[config.mk]
export PLATFORM = sky130hd
export DESIGN_NAME = pong_dmem_loader_flat
export DESIGN_NICKNAME = d
export VERILOG_FILES = /design/src/rtl/pong_dmem_loader_if.sv /design/src/rtl/pong_dmem_loader.sv /design/src/flat_wrapper.sv
export SDC_FILE = /design/constraint.sdc
export NUM_CORES = 1
export LEC_CHECK = 0
export BUFFER_PORTS_ARGS = -buffer_cell sky130_fd_sc_hd__buf_2
export CORE_ASPECT_RATIO = 1.4
export CORE_MARGIN = 3
export CORE_UTILIZATION = 35
export CTS_BUF_LIST = sky130_fd_sc_hd__clkbuf_8 sky130_fd_sc_hd__clkbuf_16
export CTS_CLUSTER_DIAMETER = 100
export CTS_CLUSTER_SIZE = 10
export DETAILED_ROUTE_END_ITERATION = 12
export PLACE_DENSITY = 0.81
export SYNTH_ARGS = -nofsm -noshare
export SYNTH_HDL_FRONTEND = slang
export SYNTH_SLANG_ARGS = --single-unit
[constraint.sdc]
create_clock -name clk -period 2.2 [get_ports clk]
set_input_delay 0.22 -clock clk [delete_from_list [all_inputs] [get_ports clk]]
set_output_delay 0.22 -clock clk [all_outputs]
set_load 0.01 [all_outputs]
[src/rtl/pong_dmem_loader_if.sv]
// Single data-memory write port (enable, address, data).
// The loader consumes the CPU side as slave and drives the memory side as master.
interface pong_dmem_loader_if #(
  parameter int DATA_W = 8,
  parameter int ADDR_W = 4
);
  logic              wr_en;
  logic [ADDR_W-1:0] wr_addr;
  logic [DATA_W-1:0] wr_data;

  modport master (output wr_en, output wr_addr, output wr_data);
  modport slave  (input  wr_en, input  wr_addr, input  wr_data);
endinterface

[src/rtl/pong_dmem_loader.sv]
// Loads the PONG initial image into the 16-byte data memory and
// arbitrates the memory write port between the loader and the CPU.
module pong_dmem_loader #(
  parameter int DATA_W    = 8,
  parameter int DEPTH     = 16,
  parameter bit AUTO_LOAD = 1'b1
) (
  input  logic                    clk,
  input  logic                    rst_n,
  input  logic                    start,
  input  logic [DEPTH*DATA_W-1:0] init_bytes,
  input  logic                    cpu_ack,
  pong_dmem_loader_if.slave       cpu,
  pong_dmem_loader_if.master      mem,
  output logic                    cpu_stall,
  output logic                    busy,
  output logic                    done,
  output logic                    cpu_wr_dropped
);

  localparam int ADDR_W = $clog2(DEPTH);

  typedef enum logic [1:0] {S_IDLE, S_REQ, S_LOAD, S_DONE} state_t;

  state_t            state, state_nxt;
  logic [ADDR_W-1:0] cnt, cnt_nxt;

  always_ff @(posedge clk or negedge rst_n) begin
    if (!rst_n) begin
      state <= AUTO_LOAD ? S_REQ : S_IDLE;
      cnt   <= '0;
    end else begin
      state <= state_nxt;
      cnt   <= cnt_nxt;
    end
  end

  // Outside LOAD the CPU owns the write port combinationally.
  always_comb begin
    state_nxt      = state;
    cnt_nxt        = cnt;
    cpu_stall      = 1'b0;
    busy           = 1'b0;
    done           = 1'b0;
    cpu_wr_dropped = 1'b0;
    mem.wr_en      = cpu.wr_en;
    mem.wr_addr    = cpu.wr_addr;
    mem.wr_data    = cpu.wr_data;
    case (state)
      S_IDLE: begin
        if (start) state_nxt = S_REQ;
      end
      S_REQ: begin
        cpu_stall = 1'b1;
        busy      = 1'b1;
        if (cpu_ack) begin
          state_nxt = S_LOAD;
          cnt_nxt   = '0;
        end
      end
      S_LOAD: begin
        cpu_stall      = 1'b1;
        busy           = 1'b1;
        cpu_wr_dropped = cpu.wr_en;
        mem.wr_en      = 1'b1;
        mem.wr_addr    = cnt;
        mem.wr_data    = init_bytes[int'(cnt)*DATA_W +: DATA_W];
        // A late drop of cpu_ack does not abort the load once it has begun.
        if (cnt == ADDR_W'(DEPTH-1)) begin
          state_nxt = S_DONE;
          cnt_nxt   = '0;
        end else begin
          cnt_nxt = cnt + 1'b1;
        end
      end
      S_DONE: begin
        done      = 1'b1;
        state_nxt = S_IDLE;
      end
      default: state_nxt = S_IDLE;
    endcase
  end

endmodule

[src/flat_wrapper.sv]
// flat-port wrapper written by rule: the top's interface ports become plain ports
module pong_dmem_loader_flat 
#(
  parameter int DATA_W    = 8,
  parameter int DEPTH     = 16,
  parameter bit AUTO_LOAD = 1'b1
)
  (clk, rst_n, start, init_bytes, cpu_ack, cpu_stall, busy, done, cpu_wr_dropped, cpu_wr_en, cpu_wr_addr, cpu_wr_data, mem_wr_en, mem_wr_addr, mem_wr_data);
  pong_dmem_loader_if #(.DATA_W(DATA_W), .ADDR_W(4)) cpu_i ();
  pong_dmem_loader_if #(.DATA_W(DATA_W), .ADDR_W(4)) mem_i ();
  input  logic clk;
  input  logic rst_n;
  input  logic start;
  input  logic [DEPTH*DATA_W-1:0] init_bytes;
  input  logic cpu_ack;
  output logic cpu_stall;
  output logic busy;
  output logic done;
  output logic cpu_wr_dropped;
  input wire logic [$bits(cpu_i.wr_en)-1:0] cpu_wr_en;
  input wire logic [$bits(cpu_i.wr_addr)-1:0] cpu_wr_addr;
  input wire logic [$bits(cpu_i.wr_data)-1:0] cpu_wr_data;
  output wire logic [$bits(mem_i.wr_en)-1:0] mem_wr_en;
  output wire logic [$bits(mem_i.wr_addr)-1:0] mem_wr_addr;
  output wire logic [$bits(mem_i.wr_data)-1:0] mem_wr_data;
  assign cpu_i.wr_en = cpu_wr_en;
  assign cpu_i.wr_addr = cpu_wr_addr;
  assign cpu_i.wr_data = cpu_wr_data;
  assign mem_wr_en = mem_i.wr_en;
  assign mem_wr_addr = mem_i.wr_addr;
  assign mem_wr_data = mem_i.wr_data;
  pong_dmem_loader #(.DATA_W(DATA_W), .DEPTH(DEPTH), .AUTO_LOAD(AUTO_LOAD)) u_core (.clk(clk), .rst_n(rst_n), .start(start), .init_bytes(init_bytes), .cpu_ack(cpu_ack), .cpu(cpu_i), .mem(mem_i), .cpu_stall(cpu_stall), .busy(busy), .done(done), .cpu_wr_dropped(cpu_wr_dropped));
endmodule
==> run metrics, run 1 <==
endpoint class of the critical path primary output; PD cells 787 nW/um2; Hold Crit Class primary input to asynchronous set/reset pin; cell-internal power ~1.2 mW; Max Fclk 462 MHz; Clock Power Share 8.3%; Synth Cell Area ~1600 um2; M1 GR Usage 20.4%; DR pass1 iterations 4; pin count of the biggest net entering global routing 23; Area contributors post-synth mux4_1 (26%), mux4_2 (14%), mux2i_1 (9.4%), dfrtp_1 (7.9%), mux2_2 (5.7%); CTS H-tree lvls 1; RSZ-0062 raised after global routing yes; Die W about 63 um; initial antenna violation count 0; type of origin of the critical path flop; Syn. warnings 0; Relative slew margins between 50% and 60%; top cells by count, synth mux4_1 (16), mux2i_1 (15), mux4_2 (10), o22ai_1 (10), nand2_1 (9); latest clock arrival within the worst-skew pair about 0.22 ns; grt ovf 0; io pins 162; GR Layer Usage met2 34.9%; share of the synthesized area in the top cell type roughly a quarter; Seq/Total Area, Yosys under 10%; Post-Route Utilization between 50% and 60%; crit path max fanout 10; worst setup path startpoint u_core.cnt[0]; Final Instance Area approximately 2600 um2; nets between 400 and 500; async set-reset flop share out of synthesis between 90% and 100%; Cell variety after synth 30; Global Route Usage Sum between 10% and 20%; first-pass GRT wire length a little over 8000 um; most numerous cell in the Yosys netlist mux4_1; post-synthesis net count between 200 and 300; sequential power share 12.5%; Post-synth EDFFs 0; I/O Buffers about 160; Wirelength per Cell 15.2 um; post-DP HPWL about 4700 um; crit path DAT 1.95 ns; Placed Area 2430 um2; Slew Limit Fails 0; starting density of the core between 30% and 40%; Avg Cell Area, Syn around 11 um2; Root Driver clkbuf_8; Post-Route Skew between 0.004 and 0.005 ns; Comb pwr share around 80%; WL final around 5600 um; Longest Clk Path Bufs 2; die height 85.8 um; leakage power about 1.2 nW; Layout area overhead 61.4%; # rows 28; WS Path Type flop to primary output; layout cell share with drive strength beyond 1 65.7%; drc violations 0; clock-pin slew on the worst setup and hold paths 0.04 ns; Ant. Diodes 0; vias in the first global route 1855; minimum clock period 2.17 ns; Net Sw Frac 41.8%; # setup viols final 0; final hold slack 0.350 ns; clock buffer count from CTS 3; Sink Count 6; Final ANT Viol Nets 0; initial drt markers 50; Net Sw Power ~0.84 mW; Critical Path RT ~2 ns; r2r startpoint u_core.cnt[1]; area of the core roughly 4300 um2; synthesized flop and latch total 6; gpl congestion between 0.8 and 0.9; die footprint roughly 5400 um2; status finished clean; Most Crowded Layer GR met2; period utilization between 90% and 100%; VDD IR-drop max about 0.00042 V; Via density about 5.2; via count 1921; top_reg_cell synth dfrtp_1; Fin. Hold Viols 0; met3 GRT Util ~4.7%; Total Power just over 2 mW; max cap viols 0; CTS tree built; Cells after Synth around 150; worst slew pin tran 0.613 ns; Synth area leader mux4_1
[power groups by stage]
stage | Sequential (mW) | Combinational [mW] | Clock, mW
6_report | 0.252 | 1.60 | 0.168
5_1_grt | 0.266 | 1.73 | 0.180
4_1_cts | 0.248 | 1.58 | 0.174
3_5_place_dp | 0.278 | 1.48 | 0
3_3_place_gp | 0.273 | 1.45 | 0
2_1_floorplan | 0.181 | 1.15 | 0
[routing by layer]
metal | vias up | wire length [um] | share of wire (%)
met1 | 892 | 2020 | 36
met5 | - | 0 | 0
li1 | 929 | - | -
met2 | 96 | 3000 | 54
met3 | 4 | 481 | 8.7
met4 | 0 | 57 | 1.0
[registers in the layout (all words and copies together), names as in the netlist]
name,cells
u_core.state,2
u_core.cnt,4
[cell type report]
cell class | count | area [um2]
fill | 404 | 1740
clock buffer | 3 | 41.3
sequential | 6 | 159
tap | 60 | 75.1
inverter | 5 | 18.8
multi-input combinational | 121 | 1340
clock inverter | 1 | 3.75
timing repair buffer | 170 | 926
[stage by stage]
stage / TNS [ns] / setup WS, ns / std cells
2_1_floorplan: 0 / 0.385 / 148
3_3_place_gp: 0 / 0.127 / 359
3_5_place_dp: 0 / 0.0456 / 359
4_1_cts: 0 / 0.0133 / 366
5_1_grt: -0.105 / -0.0199 / 366
6_report: 0 / 0.0336 / 366
[worst max-delay path: stages, from the launching register on]
cell and delay, ns:
dfrtp_4 0.44, buf_12 0.14, mux4_1 0.54, mux2_4 0.29
o22ai_2 0.11, a21oi_1 0.06, buf_2 0.14
[placed cells by master (no fill, tap or decap), types with 6 or more instances in the layout]
cell type / n
nand2_1: 9
buf_2: 161
mux4_1: 15
inv_1: 6
mux2_2: 6
mux2i_1: 15
mux4_2: 11
o22ai_1: 8
o21ai_0: 7
[kinds of logic after synthesis]
family,share of synthesized area (%)
compound gates,12.0
fa+ha+maj,3.93
buf+inv,7.24
flops,9.52
mux,55.7
simple gates,11.6
[repair_timing]
item,CTS,global route
gates resized for setup,3,8
hold endpoints to repair,5,0
gates cloned,0,0
hold buffers,1,0
setup buffers,2,0
setup endpoints to repair,8,8
[worst paths after layout]
kind | endpoint | slack (ns) | cells after the start
max | mem_wr_data[6] | 0.03 | 6
min | u_core.cnt[2] | 0.35 | 2
max reg2reg | u_core.state[0] | 0.32 | 5
min reg2reg | u_core.state[0] | 0.54 | 1
max in group asynchronous | u_core.state[0] | 1.63 | 2
min in group clk | u_core.state[0] | 0.43 | 4
(Power assumes the default switching activity.)
==> run 2: changes to the inputs <==
--- a/config.mk
+++ b/config.mk
@@ -9,7 +9,7 @@
 export CORE_ASPECT_RATIO = 1.4
 export CORE_MARGIN = 3
 export CORE_UTILIZATION = 35
-export CTS_BUF_LIST = sky130_fd_sc_hd__clkbuf_8 sky130_fd_sc_hd__clkbuf_16
+export CTS_BUF_LIST = sky130_fd_sc_hd__clkbuf_4 sky130_fd_sc_hd__clkbuf_8 sky130_fd_sc_hd__clkbuf_16
 export CTS_CLUSTER_DIAMETER = 100
 export CTS_CLUSTER_SIZE = 10
 export DETAILED_ROUTE_END_ITERATION = 12
==> run 2 against run 1 <==
Against the previous run: global-route usage unchanged; highest routed layer unchanged; final area rose by 0.15%; non-clock buffer count is the same.
==> run metrics, run 2 (same netlist as run 1, synthesis figures left out) <==
via count 1921 (unchanged); Post-Route Skew 0.00418 ns (-0.000306 ns); starting density of the core 36.9% (unchanged); latest clock arrival within the worst-skew pair 0.22 ns (about the same); worst slew pin tran 0.613 ns (unchanged); minimum clock period 2.17 ns (-0.000415 ns); gpl congestion 0.810 (unchanged); most common cell after layout, fill and taps aside buf_2; Global Route Usage Sum 18.6% (unchanged); first-pass GRT wire length 8070 um (unchanged); die height 85.8 um (unchanged); DR pass1 iterations 4 (unchanged); Slew Limit Fails 0 (unchanged); Relative slew margins 59.1% (unchanged); Via density 5.25 (unchanged); crit path setup slack, layout 0.0341 ns (+0.000415 ns); crit path max fanout 10 (unchanged); PD cells 793 nW/um2 (+0.69%); Total Power 2.04 mW (+0.84%); CTS tree built; nets 457 (unchanged); Hold Crit Class primary input to asynchronous set/reset pin; critical path's top delay family multiplexers; Fin. Hold Viols 0 (unchanged); max cap viols 0 (unchanged); initial drt markers 48 (-4.0%); Wirelength per Cell 15.2 um (about the same); RSZ-0062 raised after global routing yes; clock buffer count from CTS 3 (unchanged); most frequent cells in the layout buf_2 (161), mux4_1 (15), mux2i_1 (15); Net Sw Frac 41.4% (-0.35 points); Sink Count 6 (unchanged); final non-filler cell total 366 (unchanged); pre-CTS setup slack 0.0456 ns (unchanged); period utilization 98.5% (about the same); initial antenna violation count 0 (unchanged); cell-internal power 1.19 mW (+1.4%); Fillers 404 (unchanged); Placed Cells 359 (unchanged); leakage power 1.23 nW (about the same); type of origin of the critical path flop; layout cell share with drive strength beyond 1 66.0% (+0.33 points); Reg with most FFs u_core.cnt; Final ANT Viol Nets 0 (unchanged); Root Driver clkbuf_8; die footprint 5400 um2 (unchanged); Die W 63.0 um (unchanged); Post-Route Utilization 59.6% (+0.087 points); I/O Buffers 161 (unchanged); Crit path buffers/inverters 2 (unchanged); setup TNS 0 ns (unchanged); Ant. Diodes 0 (unchanged); Final Instance Area 2570 um2 (+0.15%); CTS H-tree lvls 1 (unchanged); Largest register FFs 4 (unchanged); vias in the first global route 1855 (unchanged); Net Sw Power 0.844 mW (about the same); WS Path Type flop to primary output; Longest Clk Path Bufs 2 (unchanged); Critical Path RT 1.98 ns (about the same); sequential power share 12.4% (about the same); grt ovf 0 (unchanged); # rows 28 (unchanged); area of the core 4310 um2 (unchanged); pin count of the biggest net entering global routing 23 (unchanged); crit path cell chain buf_12 -> mux4_1 -> mux2_4 -> o22ai_2 -> a21oi_1 -> buf_2; Comb pwr share 78.6% (-0.6 points); # setup viols final 0 (unchanged); Clock Power Share 9.1% (+0.8 points); worst stage delay on the critical path 0.54 ns (about the same); WL final 5560 um (about the same); Layout area overhead 61.6%; final hold slack 0.350 ns (+0.000383 ns); io pins 162 (unchanged); drc violations 0 (unchanged); endpoint class of the critical path primary output; Placed Area 2430 um2 (unchanged); Largest regs u_core.cnt x4, u_core.state x2; post-DP HPWL 4690 um (unchanged); Max Fclk 462 MHz (about the same); clock-pin slew on the worst setup and hold paths 0.04 ns (about the same); status finished clean; critical path's slowest cell mux4_1; VDD IR-drop max 0.000423 V (about the same); crit path DAT 1.95 ns (about the same)
==> run 2: cell types whose count changed in the layout (fill, tap and decap cells not counted) <==
cell and delta:
clkbuf_4 +1, inv_1 -1
==> run 2: layer usage <==
layer,up-vias,share of wire [%],global-route usage (%)
met5,-,0,0
met4,0,1.0,5.62
met1,894,36,20.4
met2,94,54,34.9
li1,929,-,-
met3,4,8.6,4.72
==> run 2: repair_timing <==
item	CTS	global route
resized for setup	3	8
setup buffers	2	0
hold buffers	1	0
endpoints found under the setup margin	8	8
hold endpoints to repair	5	0
==> run 2: power groups by stage <==
stage / clock [mW] / sequential [mW] / combinational (mW)
finish: 0.185 / 0.252 / 1.60
detailed placement: 0 / 0.278 / 1.48
global placement: 0 / 0.273 / 1.45
global route: 0.197 / 0.266 / 1.73
CTS: 0.190 / 0.248 / 1.58
floorplan: 0 / 0.181 / 1.15
==> run 2: final timing paths <==
kind	from	to	slack (ns)	cells after the start
worst max-delay path	u_core.cnt[0]	mem_wr_data[6]	0.03	6
worst min-delay path	rst_n	u_core.cnt[2]	0.35	2
worst max register to register	u_core.cnt[1]	u_core.state[0]	0.32	5
worst min register to register	u_core.state[0]	u_core.state[0]	0.54	1
max in group asynchronous	rst_n	u_core.state[0]	1.63	2
min in group clk	start	u_core.state[0]	0.43	4
==> run 2: cell type report <==
type                    instances  area, um2  area share [%]
inverters                       5       18.8           0.730
clock buffers                   4       48.8            1.90
flip-flops and latches          6        159            6.18
repair buffers                170        926            36.0
multi-input cells             121       1340            52.2
well taps                      60       75.1            2.92
